$ cat src/rtl/pc_gen_rv32i_pkg.sv
// Shared constants and encodings for the RV32I program-counter generator.
package pc_gen_rv32i_pkg;

  localparam int unsigned XLEN = 32;
  localparam logic [XLEN-1:0] RESET_PC_DEFAULT = 32'h0000_0000;

  typedef enum logic [1:0] {
    S_RUN  = 2'b00,
    S_HALT = 2'b01,
    S_TRAP = 2'b10
  } state_e;

  typedef enum logic [1:0] {
    CAUSE_NONE     = 2'b00,
    CAUSE_MISALIGN = 2'b01,
    CAUSE_RANGE    = 2'b10
  } trap_cause_e;

endpackage

$ cat src/rtl/pc_gen_rv32i.sv
// RV32I fetch PC generator: next-PC selection, halt/trap control and retire counter.
module pc_gen_rv32i
  import pc_gen_rv32i_pkg::*;
#(
  parameter logic [XLEN-1:0] RESET_PC = RESET_PC_DEFAULT,
  parameter int unsigned     ROM_AW   = 6
) (
  input  logic            clock,
  input  logic            reset,
  input  logic            stall,
  input  logic            branch_taken,
  input  logic            jal,
  input  logic            jalr,
  input  logic [XLEN-1:0] imm,
  input  logic [XLEN-1:0] rs1_data,
  input  logic            halt_req,
  input  logic            resume,
  output logic [XLEN-1:0] PC,
  output logic [XLEN-1:0] PC_PLUS4,
  output logic            halted,
  output logic            trap,
  output logic [1:0]      trap_cause,
  output logic [XLEN-1:0] retired
);

  // One past the last valid byte address; 33 bits so ROM_AW up to 30 does not overflow.
  localparam logic [XLEN:0] PC_LIMIT = (XLEN+1)'(4) << ROM_AW;

  state_e          state_q, state_d;
  trap_cause_e     cause_q, cause_d;
  logic [XLEN-1:0] pc_q, pc_d;
  logic [XLEN-1:0] retired_q, retired_d;
  logic            halted_q, trap_q;

  logic [XLEN-1:0] pc_plus4;
  logic [XLEN-1:0] rel_target;
  logic [XLEN-1:0] jalr_target;
  logic [XLEN-1:0] target;
  logic            redirect;
  logic            target_oor;
  logic            seq_oor;

  assign pc_plus4    = pc_q + XLEN'(4);
  assign rel_target  = pc_q + imm;
  assign jalr_target = (rs1_data + imm) & ~XLEN'(1);
  assign seq_oor     = {1'b0, pc_plus4} >= PC_LIMIT;
  assign target_oor  = {1'b0, target} >= PC_LIMIT;

  // Redirect priority: jalr > jal > branch > sequential.
  always_comb begin
    redirect = 1'b0;
    target   = pc_plus4;
    if (jalr) begin
      redirect = 1'b1;
      target   = jalr_target;
    end else if (jal || branch_taken) begin
      redirect = 1'b1;
      target   = rel_target;
    end
  end

  // Next-state, next-PC and retire-count logic.
  always_comb begin
    state_d   = state_q;
    pc_d      = pc_q;
    retired_d = retired_q;
    cause_d   = cause_q;
    unique case (state_q)
      S_RUN: begin
        if (!stall) begin
          if (halt_req) begin
            retired_d = retired_q + XLEN'(1);
            state_d   = S_HALT;
          end else if (redirect && target[1]) begin
            state_d = S_TRAP;
            cause_d = CAUSE_MISALIGN;
          end else if (target_oor) begin
            state_d = S_TRAP;
            cause_d = CAUSE_RANGE;
          end else begin
            pc_d      = target;
            retired_d = retired_q + XLEN'(1);
          end
        end
      end
      S_HALT: begin
        if (resume) begin
          if (seq_oor) begin
            state_d = S_TRAP;
            cause_d = CAUSE_RANGE;
          end else begin
            pc_d    = pc_plus4;
            state_d = S_RUN;
          end
        end
      end
      S_TRAP: begin
        state_d = S_TRAP;
      end
      default: begin
        state_d = S_TRAP;
      end
    endcase
  end

  // Status flags are registered alongside the state so they carry no input path.
  always_ff @(posedge clock) begin
    if (reset) begin
      state_q   <= S_RUN;
      pc_q      <= RESET_PC;
      retired_q <= '0;
      cause_q   <= CAUSE_NONE;
      halted_q  <= 1'b0;
      trap_q    <= 1'b0;
    end else begin
      state_q   <= state_d;
      pc_q      <= pc_d;
      retired_q <= retired_d;
      cause_q   <= cause_d;
      halted_q  <= (state_d == S_HALT);
      trap_q    <= (state_d == S_TRAP);
    end
  end

  assign PC         = pc_q;
  assign PC_PLUS4   = pc_plus4;
  assign retired    = retired_q;
  assign halted     = halted_q;
  assign trap       = trap_q;
  assign trap_cause = cause_q;

endmodule

$ cat config.mk
export PLATFORM = sky130hd
export DESIGN_NAME = pc_gen_rv32i
export DESIGN_NICKNAME = d
export VERILOG_FILES = /design/src/rtl/pc_gen_rv32i_pkg.sv /design/src/rtl/pc_gen_rv32i.sv
export SDC_FILE = /design/constraint.sdc
export NUM_CORES = 1
export LEC_CHECK = 0
export CORE_MARGIN = 1.5
export CORE_UTILIZATION = 57
export DETAILED_ROUTE_END_ITERATION = 10
export PLACE_DENSITY_LB_ADDON = 0.3
export SETUP_SLACK_MARGIN = 0.4
export SLEW_MARGIN = 30
export SYNTH_ARGS = -nofsm -noshare
export SYNTH_HDL_FRONTEND = slang
export SYNTH_SLANG_ARGS = --single-unit
$ cat constraint.sdc
create_clock -name clock -period 9.9 [get_ports clock]
set_clock_uncertainty 0.05 [all_clocks]
set_input_delay 2.97 -clock clock [delete_from_list [all_inputs] [get_ports clock]]
set_output_delay 2.97 -clock clock [all_outputs]
set_load 0.05 [all_outputs]
* Yosys cells after proc, flatten, opt, wreduce, memory -nomap -nowiden *
Index checks and enable logic that the tools add are counted.

word-level totals
  flip-flop bits (word level) = 70
  input bits = 72
  output and inout bits = 100
  logic and storage cells = 61

operators by class
  add/subtract/negate cells = 4
  $lt $le $gt $ge = 2
  equality and inequality tests = 13
  multiplexer cells = 28
  bitwise operators = 1
  reductions and logical operators = 7

operators by type and width
  kind                                                                     number
  32-bit 2-to-1 mux                                                        11
  32-bit adder                                                             2
  32-bit by 9-bit >= comparator with 1-bit output (second input constant)  2
  32-bit case mux with 2 select lines                                      1
  32-bit by 1-bit adder with 32-bit output (second input constant)         1
  32-bit by 3-bit adder with 32-bit output (second input constant)         1
  2-bit 2-to-1 mux                                                         12
  2-bit != test (second input constant)                                    9
  2-bit case mux with 2 select lines                                       2
  7-bit AND reduction                                                      1
  6-bit AND reduction                                                      1
  2-bit by 1-bit equality test with 1-bit output (second input constant)   2
  4-bit AND reduction                                                      1
  3-bit != test (second input constant)                                    1
  2-bit equality test (second input constant)                              1
  2-bit zero test                                                          1
  1-bit 2-to-1 mux                                                         2
  2-bit nonzero test                                                       1
  1-bit logical AND                                                        1
  1-bit logical OR                                                         1
  1-bit inverter                                                           1

* Depth between registers and ports, before layout *
  word-level depth = 10
  gate-level depth with buffers = 15
  mapped depth without buffers = 14

* Worst setup path after synthesis *
Ideal clock, no wire load.

  path kind = input-to-reg
  start = in imm[11]
  end = reg retired_q[17], in the netlist retired[17]
  library setup time = 121 ps
  arrival = 6690 ps
  required time = 9729 ps
  setup slack = 3039 ps
  cell stages on the path = 14
  buffers on the path = 1
  cells stage by stage = ha_1 -> clkbuf_1 -> nand4_1 -> nor3_1 -> or3b_1 -> nand3_1 -> mux2_2 -> or3_1 -> a2111oi_0 -> and4_4 -> a31oi_4 -> or2_4 -> or3_1 -> mux2_4

on the way
  cells in the longest elaborated chain, start to end = 6
  elaborated cells between the ends (all ways) = 7

RTL lines
  element                                            line                 RTL
  from (decl)                                        pc_gen_rv32i.sv:14   input logic [XLEN-1:0] imm,
  32-bit adder                                       pc_gen_rv32i.sv:44   assign rel_target = pc_q + imm;
  32-bit 2-to-1 mux                                  pc_gen_rv32i.sv:56   end else if (jal || branch_taken) begin
  32-bit 2-to-1 mux *                                pc_gen_rv32i.sv:53   if (jalr) begin
  32-bit by 9-bit >= comparator with 1-bit output *  pc_gen_rv32i.sv:47   assign target_oor = {1'b0, target} >= PC_LIMIT;
  2-bit != test (no line) *                          --
  4-bit AND reduction (no line) *                    --
  to (signal assigned)                               pc_gen_rv32i.sv:118  retired_q <= retired_d;
  to (decl)                                          pc_gen_rv32i.sv:32   logic [XLEN-1:0] retired_q, retired_d;

Every way passes the cells marked *; elsewhere a longest branch is shown, timed or not.
A chain may end at the register's enable or synchronous reset.

* Worst setup path after layout *
  start = in imm[0]
  end = reg retired_q[31], in the netlist retired[31]

on the way
  cells in the longest elaborated chain, start to end = 6
  elaborated cells between the ends (all ways) = 9

RTL lines
  element                                                                                      line
  32-bit adder                                                                                 pc_gen_rv32i.sv:44
  32-bit 2-to-1 mux                                                                            pc_gen_rv32i.sv:56
  32-bit 2-to-1 mux *                                                                          pc_gen_rv32i.sv:53
  32-bit by 9-bit >= comparator with 1-bit output / 1-bit logical AND (equally long branches)  pc_gen_rv32i.sv:47, pc_gen_rv32i.sv:74
  2-bit != test (no line)                                                                      --
  4-bit AND reduction (no line) *                                                              --

Marked as above.

==> metrics.md <==
| Metric | Value |
|---|---|
| Post-synthesis xor/xnor area fraction | `8.257%` |
| Vias | `9,294` |
| CTS Hold Bufs | `0` |
| Synth Register Bits | `70` |
| VDD IR max | `115.0 uV` |
| Period utilization | `82.33%` |
| Synth warn | `0` |
| DR pass1 iterations | `6` |
| DR iter-0 viols | `about 910` |
| Area growth, synth to finish | `25.14%` |
| Num rows | `43` |
| Crit path kind | `primary input to flop` |
| DIE HEIGHT | `121.9 um` |
| Fin area | `10,090 sq um` |
| Crit-path max FO | `15` |
| Critical Path End Type | `flop` |
| Worst hold slack | `0.4217 ns` |
| Final hold violation count | `0` |
| Setup-failing EPs final | `0` |
| Synth Flop Type | `dfxtp_1` |
| Placer Congestion | `1.011` |
| Worst-path clk slew | `0.06 ns` |
| Area post-placement | `about 9800 sq um` |
| Mapped Cells | `1,099` |
| Initial Util | `58.30%` |
| Power Dens Cells | `89.88 nW/um^2` |
| Global-route wire length before repair | `42.45 mm` |
| RSZ-0062 raised after global routing | `no` |
| Grt total ovfl | `0` |
| DRT Wirelength | `approximately 28 mm` |
| Worst relative slew slack | `34.90%` |
| Count of cell types in the netlist | `84` |
| Commonest non-fill, non-tap cell in the layout | `clkdlybuf4s50_1` |
| Detailed-route DRC error count | `0` |
| Clock Latency Late Sink | `0.34 ns` |
| Chip Width | `121.9 um` |
| IO buf count | `171` |
| Most frequent cells in the layout | `clkdlybuf4s50_1 (170), nor2_1 (97), a21oi_1 (92)` |
| Post-layout nets | `1,361` |
| Post-route ant nets | `0` |
| Leakage | `3.945 nW` |
| Fin Setup TNS | `0 ns` |
| CTS Buf Count | `9` |
| Crit start category | `primary input` |
| Critical path data arrival time | `8.32 ns` |
| Clock buffer depth | `2` |
| WL/cell | `19.66 um` |
| Ys async rst share | `0%` |
| Initial antenna violation count | `0` |
| WP data required | `approximately 10 ns` |
| Post-Synth Adder-Cell Area | `between 10% and 20%` |
| Final cell count without fillers | `1,408` |
| Total track usage | `36.32%` |
| Num Clock Sinks | `70` |
| Worst-margin pin slew | `0.9682 ns` |
| Sequential fraction of the synthesis area | `between 10% and 20%` |
| Top-level port count | `172` |
| Largest family of logic cells by synthesized area | `simple AND/OR/NAND/NOR gates` |
| Post-Synth Simple-Gate Area | `29.01%` |
| CTS tree | `built` |
| Total Power | `906.8 uW` |
| HP Class | `flop to flop` |
| Max Slew Vio Count | `0` |
| Resized Gates After CTS | `0` |
| Post-layout min period | `8.150 ns` |
| Largest net degree at the start of global routing | `63` |
| Die area | `about 15,000 sq um` |
| Post-Syn Area | `8061 sq um` |
| Syn Area/Cell | `approximately 7.3 sq um` |
| Net count after synthesis | `1,237` |
| Multiplexer area fraction after synthesis | `about 3.6%` |
| Hpwl dp | `roughly 22 mm` |
| Core area | `13,830 sq um` |
| Number of flops mapped to enable cells by yosys | `0` |
| Max Cap Violations | `0` |
| Compound-cell area share of the yosys netlist | `about a quarter` |
| Share of cells above drive strength 1 | `under 10%` |
| Root buf cell | `clkbuf_16` |
| Vias per std cell | `6.601` |
| Placed cells | `1,392` |
| # H-tree levels | `3` |
| Fmax | `122.7 MHz` |
| Post-CTS setup buffer count | `0` |
| Antenna fix cells | `0` |
| Status | `finished clean` |
| Vias in the first global route | `8,040` |
[layout make-up]
type	instances	area, sq um
Clock buffer	11	242.7
Clock inverter	5	58.81
Fill cell	1128	3739
Inverter	31	116.4
Multi-Input combinational cell	933	6285
Sequential cell	70	1401
Tap cell	180	225.2
Timing Repair Buffer	178	1759
[layer usage]
layer | GRT usage [%] | part of all wire (%) | vias up
met5 | 0 | 0 | -
met4 | 11.18 | 2.8 | 0
met3 | 7.818 | 8.4 | 58
met2 | 57.16 | 45 | 527
met1 | 49.57 | 44 | 4338
li1 | - | - | 4371
[worst max-delay path, cell delays in order]
cell and delay, ns:
clkdlybuf4s50_1 0.45, ha_1 0.26, fa_1 0.43, a211oi_1 0.31, o21a_1 0.23, or3b_1 0.20
nand3_1 0.15, mux2_2 0.29, or3_1 0.36, a2111oi_0 0.77, and4_4 0.37, a31oi_4 0.18
nor3_2 0.84, nand4_1 0.20, mux2_2 0.31
[sequential cells by signal, summed over array words and instances, names as in the netlist]
| signal | flops |
|---|---|
| retired | 32 |
| state_q | 2 |
| trap_cause | 2 |
| halted | 1 |
| PC | 32 |
| trap | 1 |
[final timing paths]
path	from	depth (start not counted)	endpoint	slack, ns
max	imm[0]	15	retired[31]$_SDFFE_PP0P_	1.75
min	trap_cause[1]$_SDFFE_PP0P_	2	trap_cause[1]$_SDFFE_PP0P_	0.42
max reg2reg	PC[12]$_SDFFE_PP0P_	13	retired[31]$_SDFFE_PP0P_	4.36
min reg2reg	trap_cause[1]$_SDFFE_PP0P_	2	trap_cause[1]$_SDFFE_PP0P_	0.42
[Yosys cell counts (12+ instances only)]
cell	n	share of area [%]
clkbuf_1	53	2.5
o21ai_0	45	2.8
nand4_1	50	3.9
xnor2_1	51	5.5
o21a_1	16	1.5
mux2_2	14	2.0
xor2_1	25	2.7
o211ai_1	18	1.7
nand2_1	89	4.1
a21o_1	20	1.9
nand3_1	41	2.5
nor4_1	17	1.3
dfxtp_1	70	17
nor3_1	35	2.2
a21oi_1	92	5.7
nor2b_1	19	1.5
ha_1	64	9.9
and3_1	12	0.93
and2_1	32	2.5
inv_1	31	1.4
nor2_1	98	4.6
a31oi_1	12	0.93
[where the power goes]
group          internal, mW  switching, mW  leakage (nW)
combinational         0.117          0.175          3.24
sequential            0.285        0.00449         0.565
clock                 0.202          0.124         0.142
total                 0.604          0.303          3.94
[logic make-up (layout without fill, tap and decap cells)]
logic type / count (synthesis) / after routing
adders and majority gates: 66 / 66
xor gates and xnor gates: 76 / 76
AOI/OAI and AO/OA: 315 / 315
muxes: 27 / 27
buffers and inverters: 96 / 225
DFF: 70 / 70
and+or+nand+nor: 449 / 449
[per-stage QoR]
stage	setup slack (ns)	utilization, %
6_report	1.750	72.96
5_1_grt	1.579	72.96
4_1_cts	1.910	72.92
3_5_place_dp	1.612	70.74
3_3_place_gp	1.683	70.72
2_1_floorplan	3.039	-
Power figures use the tool's default switching activity.
